File: config.mk
export PLATFORM = sky130hd
export DESIGN_NAME = tree_add_sequencer
export DESIGN_NICKNAME = d
export VERILOG_FILES = /design/src/rtl/float_pkg.sv /design/src/rtl/tree_add_sequencer.sv
export SDC_FILE = /design/constraint.sdc
export NUM_CORES = 1
export LEC_CHECK = 0
export ABC_AREA = 1
export CAP_MARGIN = 0
export CORE_ASPECT_RATIO = 1.2
export CORE_UTILIZATION = 42
export CTS_CLUSTER_SIZE = 25
export DETAILED_ROUTE_END_ITERATION = 16
export GPL_TIMING_DRIVEN = 1
export PLACE_DENSITY = 0.76
export SYNTH_ARGS = -nofsm -noshare
export SYNTH_HDL_FRONTEND = slang
export SYNTH_SLANG_ARGS = --single-unit
File: constraint.sdc
create_clock -name clk -period 1.65 [get_ports clk]
set_clock_uncertainty 0.05 [all_clocks]
set_input_delay 0.165 -clock clk [delete_from_list [all_inputs] [get_ports clk]]
set_output_delay 0.165 -clock clk [all_outputs]
set_load 0.03 [all_outputs]
File: src/rtl/float_pkg.sv
// Shared float32 definitions for the tree adder and its control stage.
// Provides the word and vector types, the sequencer state encoding, and a
// few single-precision constants that are handy for bring-up batches.
package float_pkg;

    localparam int FLOAT_W = 32;
    localparam int TREE_N  = 4;

    typedef logic [FLOAT_W-1:0] float_t;
    typedef float_t [TREE_N-1:0] float_vec_t;

    typedef enum logic [1:0] {
        FILL   = 2'd0,
        LAUNCH = 2'd1,
        WAIT   = 2'd2,
        HOLD   = 2'd3
    } seq_state_t;

    localparam float_t F_1P2 = 32'h3F99999A;
    localparam float_t F_1P4 = 32'h3FB33333;
    localparam float_t F_1P8 = 32'h3FE66666;
    localparam float_t F_1P9 = 32'h3FF33333;

endpackage

File: src/rtl/tree_add_sequencer.sv
// Control stage around the N-input float32 tree adder.
// Packs N serially accepted words into a held operand vector, pulses the
// adder's start, waits its fixed latency, captures the sum and presents it
// on a valid/ready output. One batch in flight at a time; no arithmetic here.
//
// Ports:
//   clk, rst            rising-edge clock, synchronous active-high reset
//   in_data/in_valid    operand stream from the producer
//   in_ready            high only in FILL (and never while rst is high)
//   tree_array          operand vector, element 0 = first accepted word
//   tree_start          one-cycle launch pulse, high only in LAUNCH
//   tree_result         sum returned by the tree adder
//   out_data/out_valid  captured sum, held until out_ready
//   out_ready           consumer handshake, ignored outside HOLD
//   busy                high in every state other than FILL
module tree_add_sequencer
    import float_pkg::*;
#(
    parameter int N       = 4,
    parameter int W       = FLOAT_W,
    parameter int LATENCY = 10
) (
    input  logic                clk,
    input  logic                rst,
    input  logic [W-1:0]        in_data,
    input  logic                in_valid,
    output logic                in_ready,
    output logic [N-1:0][W-1:0] tree_array,
    output logic                tree_start,
    input  logic [W-1:0]        tree_result,
    output logic [W-1:0]        out_data,
    output logic                out_valid,
    input  logic                out_ready,
    output logic                busy
);

    localparam int IDX_W = (N > 1) ? $clog2(N) : 1;
    localparam int CNT_W = $clog2(LATENCY + 1);

    seq_state_t       state, state_next;
    logic [IDX_W-1:0] idx;
    logic [CNT_W-1:0] cnt;
    logic             accept;
    logic             last_slot;
    logic             capture;

    assign in_ready  = (state == FILL) && !rst;
    assign busy      = (state != FILL);
    assign accept    = in_valid && in_ready;
    assign last_slot = (idx == IDX_W'(N - 1));
    // cnt is 1 in the first WAIT cycle, so it equals the cycle offset from
    // the tree_start cycle; the adder's result is valid when it hits LATENCY.
    assign capture   = (state == WAIT) && (cnt == CNT_W'(LATENCY));

    always_ff @(posedge clk) begin
        if (rst) begin
            state <= FILL;
        end else begin
            state <= state_next;
        end
    end

    always_comb begin
        state_next = state;
        case (state)
            FILL:    if (accept && last_slot) state_next = LAUNCH;
            LAUNCH:  state_next = WAIT;
            WAIT:    if (capture) state_next = HOLD;
            HOLD:    if (out_ready) state_next = FILL;
            default: state_next = FILL;
        endcase
    end

    always_ff @(posedge clk) begin
        if (rst) begin
            idx        <= '0;
            cnt        <= '0;
            tree_array <= '0;
            tree_start <= 1'b0;
            out_data   <= '0;
            out_valid  <= 1'b0;
        end else begin
            // Registered so the pulse coincides exactly with the LAUNCH state.
            tree_start <= (state_next == LAUNCH);

            if (accept) begin
                tree_array[idx] <= in_data;
                idx             <= last_slot ? '0 : idx + 1'b1;
            end

            if (state == LAUNCH) begin
                cnt <= CNT_W'(1);
            end else if (state == WAIT) begin
                cnt <= cnt + 1'b1;
            end

            if (capture) begin
                out_data  <= tree_result;
                out_valid <= 1'b1;
            end else if ((state == HOLD) && out_ready) begin
                out_valid <= 1'b0;
            end
        end
    end

endmodule

==> results of run 1 <==
## worst reg2reg max path: cells and delay by family (launching register included)
kind	cells	cell delay, ns
AO/OA/AOI/OAI	1	0.17
flip-flops	1	0.33
AND/OR/NAND/NOR	2	0.27
buffers and inverters	5	0.55
adder cells (fa/ha/maj)	1	0.16
## worst max-delay path by stage
stage / start / endpoint / slack, ns / cells past startpoint
after floorplan: state[0] / tree_array[65] / 0.07 / 9
after global placement: state[0] / tree_array[70] / 0.13 / 8
after detailed placement: state[0] / tree_array[38] / 0.05 / 8
after CTS: state[1] / tree_array[3] / -0.02 / 9
after global routing: state[0] / in_ready / -0.05 / 6
final: state[0] / in_ready / 0.01 / 6
## report_power, final
group,switching (mW),internal [mW],total [mW]
Sequential,0.126,4.33,4.46
Clock,1.61,2.44,4.05
Combinational,1.69,1.17,2.86
## synth_stat cells
cell type | n | area [µm²]
dfxtp_1 | 170 | 3400
a21oi_1 | 134 | 671
nand2_1 | 108 | 405
nand4_1 | 97 | 607
nor2_1 | 69 | 259
o21ai_0 | 64 | 320
inv_1 | 45 | 169
clkbuf_1 | 35 | 131
buf_4 | 17 | 128
buf_2 | 15 | 75.1
ha_1 | 11 | 138
buf_6 | 6 | 67.6
nand3_1 | 4 | 20.0
nand3_2 | 3 | 30.0
o21ai_1 | 3 | 15.0
a211oi_1 | 1 | 7.51
a31oi_1 | 1 | 6.26
buf_1 | 1 | 3.75
inv_4 | 1 | 6.26
nand4_2 | 1 | 12.5
nand4_4 | 1 | 21.3
nor2_2 | 1 | 6.26
nor3_1 | 1 | 5.00
xor2_1 | 1 | 8.76
## state kept, by name (all words and copies together), names as in the netlist
signal      count
state           2
out_data       32
idx             2
out_valid       1
tree_array    128
tree_start      1
cnt             4
## cells by family (layout without fill, tap and decap cells)
logic type | count (synthesis) | after routing | synth area share
and+or+nand+nor | 285 | 286 | 0.210
AOI/OAI and AO/OA | 203 | 203 | 0.156
buffers and inverters | 120 | 357 | 0.0891
adders and majority gates | 11 | 11 | 0.0211
DFF | 170 | 170 | 0.522
xor gates and xnor gates | 1 | 1 | 0.00134
## layout make-up
type | instances | area [µm²] | share of cell area
multi-input combinational | 501 | 2580 | 0.262
clock buffer | 23 | 498 | 0.0506
timing repair buffer | 280 | 2810 | 0.286
clock inverter | 8 | 109 | 0.0111
tap | 204 | 255 | 0.0259
sequential | 170 | 3410 | 0.346
inverter | 46 | 178 | 0.0181
## repair_timing
item,4_1_cts,5_1_grt
cloned,1,2
setup buffers,4,4
pin swaps,2,8
gates resized for setup,142,46
hold buffers,0,0
setup endpoints to repair,132,146
hold endpoints to repair,0,0
## cells in the final DEF (no fill, tap or decap)
master and instances:
buf_6 7, inv_6 1, buf_4 31, nand2_1 108
nand3_1 4, xor2_1 1, nor2_1 69, clkinv_2 1
clkdlybuf4s50_1 65, nand4_2 1, a21oi_1 131, clkinv_4 4
bufinv_16 2, ha_1 10, nand4_1 97, nand3_2 3
ha_4 1, buf_8 1, clkbuf_1 1, inv_2 2
inv_1 42, nor3_1 1, nand4_4 2, a31oi_1 1
clkbuf_16 18, o21ai_1 4, bufbuf_16 1, nor2_4 1
dlygate4sd2_1 130, dlymetal6s2s_1 32, dfxtp_1 168, buf_12 12
a21oi_2 3, inv_4 2, dfxtp_2 2, o21ai_0 63
a211oi_1 1, clkbuf_8 5
## metrics by stage
| stage | total power, mW | instance area, µm² | cells | setup TNS (ns) |
|---|---|---|---|---|
| 2_1_floorplan | 6.01 | 6520 | 790 | 0 |
| 3_3_place_gp | 7.16 | 9110 | 1191 | 0 |
| 3_5_place_dp | 7.19 | 9110 | 1191 | 0 |
| 4_1_cts | 11.3 | 9660 | 1227 | -0.0197 |
| 5_1_grt | 11.8 | 9840 | 1232 | -0.180 |
| 6_report | 11.4 | 9840 | 1232 | 0 |
## routing by layer
| layer | vias up | wire (µm) | global-route usage |
|---|---|---|---|
| met5 | - | 0 | 0 |
| met4 | 0 | 360 | 0.0884 |
| met3 | 34 | 1960 | 0.0859 |
| met2 | 289 | 10200 | 0.431 |
| met1 | 2974 | 8010 | 0.283 |
| li1 | 3162 | - | - |
==> flow_summary.yaml, run 1 <==
cts:
  clk_pin_slew_ns: 0.06
  clock_latency_ns: 0.42
  cts_tree: "built"
  clockBufferDepth: 2
  cts_root_buf: "clkbuf_16"
  htreeDepth: 4
  numCtsBuffers: 17
  clock_sinks: 170
floorplan:
  die_y_um: 138
  io_pins: 232
  die_area_um2: 16000
  rows: 49
  initial_utilization: 0.432
  coreArea_um2: 15100
  dieWidth_um: 116
route:
  first_pass_iters: 5
  ant_nets: 0
  wl_um: 20500
  viasPerCell: 5.24
  wl_per_cell_um: 16.7
  drc: 0
  vias: 6459
  drt_iter0_drc: 351
yosys:
  avgSynthCellArea_um2: 8.25
  ys_types: 24
  syn-cell-area_um2: 6520
  yosys_warnings: 0
  ys_seq_elements: 170
  syn_inst: 790
  ys_seq_area_frac: 0.522
  synth_nets: 869
critical_path:
  crit_required_ns: 1.43
  r2r-end: "tree_array[3]"
  cp_slowest_stage_delay_ns: 0.33
  path_buf_inv: 4
  cpMaxStageDelayCell: "dfxtp_2"
  start_kind: "flip-flop"
  r2r_start: "state[0]"
  reg2reg_depth: 9
  path_cells: "inv_2 -> ha_4 -> inv_4 -> nor2_4 -> buf_12 -> buf_8"
  cp_top_family: "buffers and inverters"
  end_kind: "output port"
  critPathMaxFanout: 4
  criticalPathCategory: "reg2out"
  r2r_setup_slack_ns: 0.06
  critPathArrivalTime_ns: 1.42
sta:
  slew_viol_final: 0
  fin_crit_sh: 0.991
  maxSlewHeadroom: 0.536
  holdWs_ns: 0.119
  tightest_slew_ns: 0.696
  max_freq_mhz: 611
  rsz0062_at_grt: "true"
  hold_viol_final: 0
  final.setup.worst_slack_ns: 0.0145
  fin_crit_ns: 1.64
  setup_viol: 0
finish:
  n_antenna_cell: 0
  syn_to_final_growth_pct: 51.0
  final_core_utilization: 0.653
  final.fill_count: 1301
  layout-drive-gt1-share: 0.0973
  nets: 1095
global_route:
  grt_max_degree: 66
  grt.total_usage: 0.250
  antenna_found_initial: 0
  overflow: 0
  grt_pass1_wl_um: 31400
  first_global_vias: 5931
power:
  leakagePower_nw: 4.66
  vdd_drop_max_v: 0.000735
  power_density_nw_per_um2: 1150
place:
  place_ws_ns: 0.0508
  port_buffers: 231
  place_hpwl_um: 13600
  gp_congestion: 0.769
worst_hold_path:
  hold_start: "in_valid"
  worst_hold_path.endpoint: "tree_array[5]"
  holdPathStages: 3
  hold_class: "in2reg"
run_status:
  outcome: "completed"
job:
  maxCapViolCount: 0
Power figures use the tool's default switching activity.
==> inputs of run 2 (changes only) <==
CTS_CLUSTER_SIZE = default   (was 25)
==> results of run 2 <==
Final layout, timing and power as in run 1 (identical DEF).
==> edit, RTL diff (flow settings as in run 2) <==
Change the parameter `LATENCY` from 10 to 20.
--- a/src/rtl/tree_add_sequencer.sv
+++ b/src/rtl/tree_add_sequencer.sv
@@ -19,5 +19,5 @@
     parameter int N       = 4,
     parameter int W       = FLOAT_W,
-    parameter int LATENCY = 10
+    parameter int LATENCY = 20
 ) (
     input  logic                clk,
Function: same outputs for any inputs over 4 cycles, from zero or initial values and one cycle with rst high; that may be too few to reach the edited logic, so the function may still have changed.
==> edit against run 2 <==
Sequential cell count rose by 1; setup slack better by 0.047 ns; total power is 4.8% lower; routed wire length is 0.74% higher; critical path depth unchanged; global-route usage up 0.58 points; fmax is 2.9% higher; cell area down 2.9%; area after synthesis fell by 0.25%; register-to-register slack improved by 0.05 ns.
==> edit: results (changes against run 2) <==
cells_and_area:
  top_regs: "tree_array (128), out_data (32), cnt (5)"  # was tree_array (128), out_data (32), cnt (4)
  layout-drive-gt1-share_pct: 8.27  # was 9.73%
  finalNetCount: 1096  # was 1095
  nFillCells: 1384  # was 1301
clocking:
  cts_buffers: 17  # unchanged
  clk_pin_slew_ns: 0.06  # about the same
  clock_latency_ns: 0.42  # about the same
  clk_path_buf_depth: 2  # unchanged
synth:
  yosys_warnings: 0  # unchanged
  async_flop_share_pct: 0  # unchanged
  synth_area_leaders: "dfxtp_1 (53%), a21oi_1 (10%), nand4_1 (9.3%)"  # was dfxtp_1 (52%), a21oi_1 (10%), nand4_1 (9.3%)
  synthTopCellsByCount: "dfxtp_1 (171), a21oi_1 (135), nand2_1 (112), nand4_1 (97), nor2_1 (74)"  # was dfxtp_1 (170), a21oi_1 (134), nand2_1 (108), nand4_1 (97), nor2_1 (69)
  yosysSeqAreaShare_pct: 52.7  # was 52.2%
  synth_cell_types: 20  # was 24
  syn_nets: 882  # was 869
grt:
  antenna_found_initial: 0  # unchanged
  grt_pass1_vias: 5973  # was 5931
  grt_max_degree: 64  # was 66
  grt_pass1_wl_um: 31800  # was 31400 um
  grt_usage_pct: 25.6  # was 25.0%
route:
  firstDrtPassIters: 5  # unchanged
  dr.first_iter.drc_count: 459  # was 351
  dr_total_vias: 6468  # was 6459
  wire_per_inst_um: 16.8  # was 16.7 um
status:
  outcome: "complete, no violations"  # unchanged
placed_design:
  post-place-ws_ns: -0.0247  # was 0.0508 ns
  place_hpwl_um: 13800  # was 13600 um
  gp_congestion: 0.796  # was 0.769
critical_path:
  cp_data_arrival_time_ns: 1.37  # was 1.42 ns
  crit_fanout: 3  # was 4
timing:
  max_slew_margin_pct: 55.2  # was 53.6%
power:
  power.leakage_nw: 4.35  # was 4.66 nW
  irDropWorstVdd_mv: 0.685  # was 0.735 mV
==> edit: cell types whose count changed in the layout (fill, tap and decap cells not counted), sizes merged, moves of 2 or more <==
cell / change
nor2: +5
inv: +2
nand4: -3
nand2: +5
dlygate4sd2: +16
buf: -10
o21ai: +2
clkinvlp: +2
dlymetal6s2s: -16
==> edit: through the flow <==
| step | area [um^2] | total power [W] | hold slack, ns | util [%] | cells |
|---|---|---|---|---|---|
| after floorplan | 6500 | 0.00601 | 0.264 | - | 803 |
| after global placement | 9050 | 0.00709 | 0.380 | 60.0 | 1197 |
| after detailed placement | 9050 | 0.00712 | 0.383 | 60.0 | 1197 |
| after CTS | 9470 | 0.0108 | 0.232 | 62.8 | 1231 |
| after global routing | 9560 | 0.0113 | 0.240 | 63.4 | 1232 |
| final | 9560 | 0.0108 | 0.212 | 63.4 | 1232 |
==> edit: path summary, 6_finish.rpt <==
| check | from | endpoint | slack (ns) | cells past startpoint |
|---|---|---|---|---|
| max | state[1] | in_ready | 0.06 | 6 |
| min | rst | tree_array[31] | 0.21 | 5 |
| max reg2reg | state[0] | out_data[27] | 0.11 | 8 |
| min reg2reg | tree_array[121] | tree_array[121] | 0.39 | 2 |
==> edit: worst min-delay path, delay by kind of cell <==
family / cells / cell delay [ns]
AOI/OAI and AO/OA: 1 / 0.06
and+or+nand+nor: 2 / 0.14
buffers and inverters: 2 / 0.27
==> edit: report_power, final <==
part	switching [W]	leakage, nW	internal, W
clock network	0.00156	0.259	0.00213
logic	0.00166	2.71	0.000973
registers	0.000134	1.38	0.00436
==> edit: cell type report <==
type / instances / area share, %
Tap cell: 204 / 2.67
Sequential cell: 171 / 35.8
Timing Repair Buffer: 269 / 27.0
Inverter: 49 / 1.95
Clock buffer: 23 / 4.90
Multi-Input combinational cell: 509 / 26.9
Clock inverter: 7 / 0.720
==> edit: routing by layer <==
layer	wire length (um)	global-route usage, %
met5	0	0
met2	9770	40.2
met3	1930	8.51
met1	8430	31.8
met4	565	10.9
==> edit: logic make-up (layout without fill, tap and decap cells) <==
family | after synthesis | in the layout | share of synthesized area, %
AOI/OAI and AO/OA | 206 | 206 | 15.9
adders and majority gates | 11 | 11 | 2.12
buffers and inverters | 123 | 348 | 8.22
DFF | 171 | 171 | 52.7
and+or+nand+nor | 292 | 292 | 21.1
==> edit: what timing repair did <==
| item | 4_1_cts | 5_1_grt |
|---|---|---|
| gates cloned | 1 | 0 |
| gates resized for setup | 150 | 32 |
| buffers inserted | 3 | 1 |
| pin swaps | 1 | 2 |
| setup endpoints to repair | 166 | 116 |
